File: src/rtl/usb_rx_ctrl_pkg.sv
// Shared types and constants for the USB low-speed receive path.
// Line symbols are encoded as {D+, D-}.
package usb_rx_ctrl_pkg;

    // Low-speed signalling: J is D- high, K is D+ high.
    typedef enum logic [1:0] {
        SE0 = 2'b00,
        J   = 2'b01,
        K   = 2'b10,
        SE1 = 2'b11
    } d_port_t;

    typedef enum logic [2:0] {
        IDLE  = 3'd0,
        SYNC  = 3'd1,
        DATA  = 3'd2,
        EOP   = 3'd3,
        ABORT = 3'd4
    } rx_state_t;

    typedef enum logic [2:0] {
        ERR_NONE    = 3'd0,
        ERR_SYNC    = 3'd1,
        ERR_STUFF   = 3'd2,
        ERR_BABBLE  = 3'd3,
        ERR_DRIBBLE = 3'd4,
        ERR_EOP     = 3'd5
    } rx_err_t;

    // Decoded zeros in KJKJKJK before the closing K.
    localparam logic [2:0] SYNC_ZEROS = 3'd6;

    function automatic logic is_jk(d_port_t s);
        return (s == J) || (s == K);
    endfunction

endpackage

File: src/rtl/usb_nrzi_unstuff.sv
// NRZI decoder and bit-unstuffing counter for the USB receive path.
// Flags data bits, stuff bits and stuff violations per CDR strobe.
module usb_nrzi_unstuff
    import usb_rx_ctrl_pkg::*;
#(
    parameter int unsigned STUFF_LEN = 6
) (
    input  logic    clk,
    input  logic    reset_n,
    input  logic    strobe,
    input  d_port_t cdr_q,
    input  logic    unstuff_en,
    input  logic    ones_clr,
    input  logic    prev_set_j,
    output logic    dec_bit,
    output logic    sym_jk,
    output logic    data_valid,
    output logic    stuff_err
);
    localparam logic [2:0] STUFF_MAX = 3'(STUFF_LEN);

    d_port_t    prev_q;
    logic [2:0] ones_cnt_q;
    logic       at_stuff;
    logic       bit_strobe;

    assign sym_jk     = is_jk(cdr_q);
    assign dec_bit    = (cdr_q == prev_q);
    assign at_stuff   = (ones_cnt_q == STUFF_MAX);
    assign bit_strobe = strobe && sym_jk && unstuff_en;
    assign data_valid = bit_strobe && !at_stuff;
    assign stuff_err  = bit_strobe && at_stuff && dec_bit;

    always_ff @(posedge clk or negedge reset_n) begin
        if (!reset_n) begin
            prev_q     <= J;
            ones_cnt_q <= '0;
        end else begin
            if (prev_set_j) begin
                prev_q <= J;
            end else if (strobe && sym_jk) begin
                prev_q <= cdr_q;
            end

            if (ones_clr) begin
                ones_cnt_q <= '0;
            end else if (bit_strobe) begin
                // A stuffed zero is dropped and restarts the run.
                if (at_stuff || !dec_bit) begin
                    ones_cnt_q <= '0;
                end else begin
                    ones_cnt_q <= ones_cnt_q + 3'd1;
                end
            end
        end
    end

endmodule

File: src/rtl/usb_rx_ctrl.sv
// Receive-side packet controller: SYNC, NRZI/unstuff, byte assembly, EOP, errors.
// Optional error counter (err_clr / err_count) is built when USB_RX_ERRCNT_EN is defined.
module usb_rx_ctrl
    import usb_rx_ctrl_pkg::*;
#(
    parameter int unsigned MAX_BYTES = 11,
    parameter int unsigned STUFF_LEN = 6,
    parameter int unsigned IDLE_BITS = 7
) (
    input  logic       clk,
    input  logic       reset_n,
    input  d_port_t    cdr_q,
    input  logic       cdr_strobe,
    input  d_port_t    line_state,
`ifdef USB_RX_ERRCNT_EN
    input  logic       err_clr,
    output logic [7:0] err_count,
`endif
    output logic [7:0] rx_data,
    output logic       rx_valid,
    output logic       rx_active,
    output logic       rx_eop,
    output logic       rx_error,
    output logic [2:0] err_code
);
    localparam int unsigned BYTE_W = $clog2(MAX_BYTES + 2);
    localparam int unsigned IDLE_W = $clog2(IDLE_BITS + 1);
    localparam logic [BYTE_W-1:0] BYTE_LAST = BYTE_W'(MAX_BYTES);
    localparam logic [IDLE_W-1:0] IDLE_LAST = IDLE_W'(IDLE_BITS - 1);

    rx_state_t         state_q, state_d;
    logic [2:0]        sync_cnt_q, sync_cnt_d;
    logic [2:0]        bit_cnt_q, bit_cnt_d;
    logic [BYTE_W-1:0] byte_cnt_q, byte_cnt_d;
    logic [7:0]        shreg_q, shreg_d;
    logic              eop_se0_q, eop_se0_d;
    logic [IDLE_W-1:0] idle_cnt_q, idle_cnt_d;

    logic [7:0]        rx_data_q, rx_data_d;
    logic              rx_valid_q, rx_valid_d;
    logic              rx_active_q, rx_active_d;
    logic              rx_eop_q, rx_eop_d;
    logic              rx_error_q, rx_error_d;
    rx_err_t           err_code_q, err_code_d;

    logic              dec_bit;
    logic              sym_jk;
    logic              data_valid;
    logic              stuff_err;
    logic              ones_clr;
    logic              prev_set_j;
    logic              unstuff_en;

    logic              go_abort;
    rx_err_t           abort_code;

    assign unstuff_en = (state_q == DATA);

    usb_nrzi_unstuff #(
        .STUFF_LEN (STUFF_LEN)
    ) u_nrzi_unstuff (
        .clk        (clk),
        .reset_n    (reset_n),
        .strobe     (cdr_strobe),
        .cdr_q      (cdr_q),
        .unstuff_en (unstuff_en),
        .ones_clr   (ones_clr),
        .prev_set_j (prev_set_j),
        .dec_bit    (dec_bit),
        .sym_jk     (sym_jk),
        .data_valid (data_valid),
        .stuff_err  (stuff_err)
    );

    always_comb begin
        state_d     = state_q;
        sync_cnt_d  = sync_cnt_q;
        bit_cnt_d   = bit_cnt_q;
        byte_cnt_d  = byte_cnt_q;
        shreg_d     = shreg_q;
        eop_se0_d   = eop_se0_q;
        idle_cnt_d  = idle_cnt_q;
        rx_data_d   = rx_data_q;
        rx_valid_d  = 1'b0;
        rx_active_d = rx_active_q;
        rx_eop_d    = 1'b0;
        rx_error_d  = 1'b0;
        err_code_d  = err_code_q;
        ones_clr    = 1'b0;
        prev_set_j  = 1'b0;
        go_abort    = 1'b0;
        abort_code  = ERR_NONE;

        if (cdr_strobe) begin
            unique case (state_q)
                IDLE: begin
                    if (cdr_q == K && line_state != J) begin
                        state_d    = SYNC;
                        sync_cnt_d = '0;
                    end
                end

                SYNC: begin
                    if (!sym_jk) begin
                        go_abort   = 1'b1;
                        abort_code = ERR_SYNC;
                    end else if (!dec_bit) begin
                        if (sync_cnt_q == SYNC_ZEROS) begin
                            go_abort   = 1'b1;
                            abort_code = ERR_SYNC;
                        end else begin
                            sync_cnt_d = sync_cnt_q + 3'd1;
                        end
                    end else if (sync_cnt_q == SYNC_ZEROS) begin
                        state_d     = DATA;
                        rx_active_d = 1'b1;
                        bit_cnt_d   = '0;
                        byte_cnt_d  = '0;
                        ones_clr    = 1'b1;
                    end else begin
                        go_abort   = 1'b1;
                        abort_code = ERR_SYNC;
                    end
                end

                DATA: begin
                    if (cdr_q == SE0) begin
                        state_d   = EOP;
                        eop_se0_d = 1'b0;
                    end else if (cdr_q == SE1) begin
                        go_abort   = 1'b1;
                        abort_code = ERR_EOP;
                    end else if (stuff_err) begin
                        go_abort   = 1'b1;
                        abort_code = ERR_STUFF;
                    end else if (data_valid) begin
                        shreg_d   = {dec_bit, shreg_q[7:1]};
                        bit_cnt_d = bit_cnt_q + 3'd1;
                        if (bit_cnt_q == 3'd7) begin
                            byte_cnt_d = byte_cnt_q + 1'b1;
                            // The byte that would exceed MAX_BYTES is never delivered.
                            if (byte_cnt_q == BYTE_LAST) begin
                                go_abort   = 1'b1;
                                abort_code = ERR_BABBLE;
                            end else begin
                                rx_valid_d = 1'b1;
                                rx_data_d  = shreg_d;
                            end
                        end
                    end
                end

                EOP: begin
                    if (cdr_q == SE0) begin
                        if (eop_se0_q) begin
                            go_abort   = 1'b1;
                            abort_code = ERR_EOP;
                        end else begin
                            eop_se0_d = 1'b1;
                        end
                    end else if (cdr_q == J && eop_se0_q) begin
                        if (bit_cnt_q == 3'd0) begin
                            rx_eop_d = 1'b1;
                        end else begin
                            rx_error_d = 1'b1;
                            err_code_d = ERR_DRIBBLE;
                        end
                        rx_active_d = 1'b0;
                        prev_set_j  = 1'b1;
                        state_d     = IDLE;
                    end else begin
                        go_abort   = 1'b1;
                        abort_code = ERR_EOP;
                    end
                end

                ABORT: begin
                    // Any non-J symbol breaks the run of idle strobes.
                    if (cdr_q == J) begin
                        if (idle_cnt_q == IDLE_LAST) begin
                            state_d    = IDLE;
                            prev_set_j = 1'b1;
                        end else begin
                            idle_cnt_d = idle_cnt_q + 1'b1;
                        end
                    end else begin
                        idle_cnt_d = '0;
                    end
                end

                default: begin
                    state_d = IDLE;
                end
            endcase
        end

        if (go_abort) begin
            state_d     = ABORT;
            rx_error_d  = 1'b1;
            err_code_d  = abort_code;
            rx_active_d = 1'b0;
            rx_valid_d  = 1'b0;
            idle_cnt_d  = '0;
        end
    end

    always_ff @(posedge clk or negedge reset_n) begin
        if (!reset_n) begin
            state_q     <= IDLE;
            sync_cnt_q  <= '0;
            bit_cnt_q   <= '0;
            byte_cnt_q  <= '0;
            shreg_q     <= '0;
            eop_se0_q   <= 1'b0;
            idle_cnt_q  <= '0;
            rx_data_q   <= '0;
            rx_valid_q  <= 1'b0;
            rx_active_q <= 1'b0;
            rx_eop_q    <= 1'b0;
            rx_error_q  <= 1'b0;
            err_code_q  <= ERR_NONE;
        end else begin
            state_q     <= state_d;
            sync_cnt_q  <= sync_cnt_d;
            bit_cnt_q   <= bit_cnt_d;
            byte_cnt_q  <= byte_cnt_d;
            shreg_q     <= shreg_d;
            eop_se0_q   <= eop_se0_d;
            idle_cnt_q  <= idle_cnt_d;
            rx_data_q   <= rx_data_d;
            rx_valid_q  <= rx_valid_d;
            rx_active_q <= rx_active_d;
            rx_eop_q    <= rx_eop_d;
            rx_error_q  <= rx_error_d;
            err_code_q  <= err_code_d;
        end
    end

    assign rx_data   = rx_data_q;
    assign rx_valid  = rx_valid_q;
    assign rx_active = rx_active_q;
    assign rx_eop    = rx_eop_q;
    assign rx_error  = rx_error_q;
    assign err_code  = err_code_q;

`ifdef USB_RX_ERRCNT_EN
    logic [7:0] err_count_q;

    always_ff @(posedge clk or negedge reset_n) begin
        if (!reset_n) begin
            err_count_q <= '0;
        end else if (err_clr) begin
            err_count_q <= '0;
        end else if (rx_error_q && err_count_q != 8'hff) begin
            err_count_q <= err_count_q + 8'd1;
        end
    end

    assign err_count = err_count_q;
`endif

endmodule

File: config.mk
export PLATFORM = sky130hd
export DESIGN_NAME = usb_rx_ctrl
export DESIGN_NICKNAME = d
export VERILOG_FILES = /design/src/rtl/usb_rx_ctrl_pkg.sv /design/src/rtl/usb_nrzi_unstuff.sv /design/src/rtl/usb_rx_ctrl.sv
export SDC_FILE = /design/constraint.sdc
export NUM_CORES = 1
export LEC_CHECK = 0
export BUFFER_PORTS_ARGS = -buffer_cell sky130_fd_sc_hd__buf_2
export CAP_MARGIN = 40
export CORE_UTILIZATION = 40
export DETAILED_ROUTE_END_ITERATION = 7
export GPL_TIMING_DRIVEN = 0
export SLEW_MARGIN = 10
export SYNTH_ARGS = -nofsm -noshare
export SYNTH_HDL_FRONTEND = slang
export SYNTH_SLANG_ARGS = --single-unit
File: constraint.sdc
create_clock -name clk -period 6.1 [get_ports clk]
set_clock_uncertainty 0.1 [all_clocks]
set_input_delay 1.525 -clock clk [delete_from_list [all_inputs] [get_ports clk]]
set_output_delay 1.525 -clock clk [all_outputs]
set_load 0.05 [all_outputs]
==> impl_metrics.csv <==
group,metric,value,unit
route,dr.pass1.iters,4,
clock_network,cts_buffer_depth,2,
die,ios,22,
clock_network,ctsResizeCount,0,
timing,maxSlewViolCount,0,
grt,grt_pass1_vias,1779,
critical_path,rrSetupSlack,3.47,ns
timing,hold_ws,0.388,ns
synthesis,synthArstFlopShare,100,%
die,die-area,6260,µm²
synthesis,ys_seq_area_share,46.3,%
die,die_height,79.2,µm
route,detail_route.wirelength,4830,µm
critical_path,crit_fanout,7,
placement,portBuffers,20,
critical_path,worst-endpoint-required,6.21,ns
timing,max_slew_margin,51.8,%
timing,fin_setup_tns,0,ns
timing,finalCritPeriodShare,58.7,%
placement,place_hpwl,3540,µm
layout,layout.cells.non_filler,328,
synthesis,ys_top_cells_by_area,"dfrtp_1 45%, ha_1 7.9%, mux2_2 7.1%",
synthesis,synth_nets,249,
route,vias,1754,
route,via_per_inst,5.35,
route,drt_iter0_markers,65,
power,vdd_drop_max,178,µV
grt,grt_util_all_layers,17.3,%
run,drv_cap,0,
clock_network,postCtsHoldBufs,0,
synthesis,syn_area_per_cell,10.5,µm²
timing,hold_viol_final,0,
synthesis,syn_area,2380,µm²
timing,setup_viol,0,
layout,n_antenna_cell,0,
layout,mostFrequentLayoutCells,"43 x dfrtp_1, 25 x nand2_1, 23 x buf_2",
critical_path,crit_end,"err_code[2]",
critical_path,worstSetupPathType,"input pin to flip-flop",
clock_network,h-tree-depth,2,
synthesis,synth.top_cell.area_share,45.2,%
timing,timing.fmax,0.279,GHz
critical_path,cp.arrival,3.69,ns
die,core,5610,µm²
clock_network,post-cts-setup-buffers,0,
die,num_rows,27,
die,start_util,42.5,%
die,die_w,79.2,µm
power,p_leak,0.00134,µW
critical_path,worst_setup_path_start_kind,"input pin",
timing,tightest_slew,0.720,ns
layout,final_common_cell,"dfrtp_1",
route,drc,0,
timing,finalCriticalPeriod,3.58,ns
synthesis,synth-edff-count,0,
layout,fillerInstances,580,
grt,antenna_found_initial,0,
route,routedWlPerCell,14.7,µm
synthesis,yosysWarnings,0,
layout,layout.nets,277,
grt,grt-ovfl-total,0,
synthesis,synth_top_area_cell,"dfrtp_1",
placement,gp_congestion,0.803,
clock_network,insertion_delay,0.30,ns
clock_network,root_buffer,"clkbuf_8",
worst_hold_path,worstHoldPathType,"flip-flop to flip-flop",
grt,grt_pass1_wl,8420,µm
route,ant_nets,0,
grt,grt_start_max_net_pins,26,
synthesis,synthCells,227,
run_status,status,"complete, no violations",
layout,syn_to_final_growth,13.7,%
synthesis,synthFlopType,"dfrtp_1",
power,powerDensity,297,nW/µm²
critical_path,reg2reg_depth,8,
layout,fin_util,48.3,%
placement,place_ws,2.20,ns
timing,rsz0062_at_grt,"false",
placement,placed_cells,320,
clock_network,clk_transition_reported_paths,0.08,ns
clock_network,numClockSinks,44,
clock_network,cts_tree,"yes",
critical_path,timing.rr.end,"rx_active",
synthesis,synth.distinct_cells,49,
clock_network,cts_buffers,5,
layout,drive_above_1_share,23.4,%
timing,layout_setup_ws,2.52,ns
critical_path,cp-end-kind,"flip-flop",
critical_path,crit_path_start,"cdr_q[1]",
critical_path,timing.rr.start,"u_nrzi_unstuff.prev_q[0]",
synthesis,synth_seq_cells,44,
==> final cells by class <==
| cell class | count | area, µm² | share of cell area, % |
|---|---|---|---|
| Clock buffer | 5 | 68.8 | 2.54 |
| Timing Repair Buffer | 21 | 120 | 4.44 |
| Multi-Input combinational cell | 162 | 1180 | 43.8 |
| Clock inverter | 3 | 46.3 | 1.71 |
| Buffer | 5 | 33.8 | 1.25 |
| Sequential cell | 44 | 1100 | 40.7 |
| Tap cell | 72 | 90.1 | 3.33 |
| Inverter | 16 | 60.1 | 2.22 |
==> per-layer routing <==
layer | vias up | share of wire (%) | global-route usage (%)
met4 | 0 | 1.8 | 6.91
met5 | - | 0 | 0
met3 | 12 | 4.2 | 4.60
li1 | 865 | - | -
met2 | 39 | 46 | 26.7
met1 | 838 | 48 | 23.0
==> synth_stat cells, types with 2 or more instances <==
cell type  count
a21oi_1       14
a31oi_1        8
a32o_1         3
a41o_1         2
and2_1         2
and4_1         2
buf_2          3
dfrtp_1       43
ha_1          15
inv_1         16
mux2_2        15
mux2i_1        5
nand2_1       25
nand2b_1       6
nand3_1        7
nor2_1         8
nor2b_1        5
nor3_1         4
o211ai_1       2
o21ai_0       11
or2_2          2
xor2_1         2
==> state kept, by name, indices dropped and copies added, names as in the netlist <==
| name | flops |
|---|---|
| eop_se0_q | 1 |
| rx_data | 8 |
| u_nrzi_unstuff.prev_q | 2 |
| sync_cnt_q | 3 |
| u_nrzi_unstuff.ones_cnt_q | 3 |
| rx_active | 1 |
| rx_valid | 1 |
| state_q | 3 |
| rx_eop | 1 |
| byte_cnt_q | 4 |
| bit_cnt_q | 3 |
| shreg_q | 7 |
| idle_cnt_q | 3 |
| rx_error | 1 |
| err_code | 3 |
==> cells by family after synthesis <==
family,synth area share (%)
AO/OA/AOI/OAI,13.8
XOR/XNOR,0.736
adder cells (fa/ha/maj),7.88
buffers and inverters,3.94
flip-flops,46.3
multiplexers,9.20
AND/OR/NAND/NOR,18.2
==> through the flow <==
stage,total power (µW),cell area [µm²]
after CTS,816,2710
after global routing,852,2710
after detailed placement,579,2590
final,803,2710
after floorplan,520,2380
after global placement,573,2570
==> report_power, final <==
part / switching, µW / leakage (µW) / internal, µW
Sequential: 24.9 / 0.000581 / 326
Clock: 107 / 0.0000548 / 123
Combinational: 145 / 0.000700 / 76.6
==> how the worst min path moves through the flow <==
| stage | from | to | slack (ns) | cells after the start |
|---|---|---|---|---|
| global route | rx_data[1] | rx_data[1] | 0.42 | 1 |
| CTS | byte_cnt_q[3] | byte_cnt_q[3] | 0.39 | 1 |
| finish | byte_cnt_q[3] | byte_cnt_q[3] | 0.39 | 1 |
| global placement | byte_cnt_q[3] | byte_cnt_q[3] | 0.37 | 1 |
| floorplan | byte_cnt_q[3] | byte_cnt_q[3] | 0.34 | 1 |
| detailed placement | byte_cnt_q[3] | byte_cnt_q[3] | 0.37 | 1 |
==> critical path: stages <==
cell,delay (ns)
buf_2,0.14
inv_1,0.07
ha_1,0.41
nand2_1,0.24
nor4_1,0.53
o211ai_1,0.24
nand2_1,0.29
mux2i_1,0.24
Power figures use the tool's default switching activity.
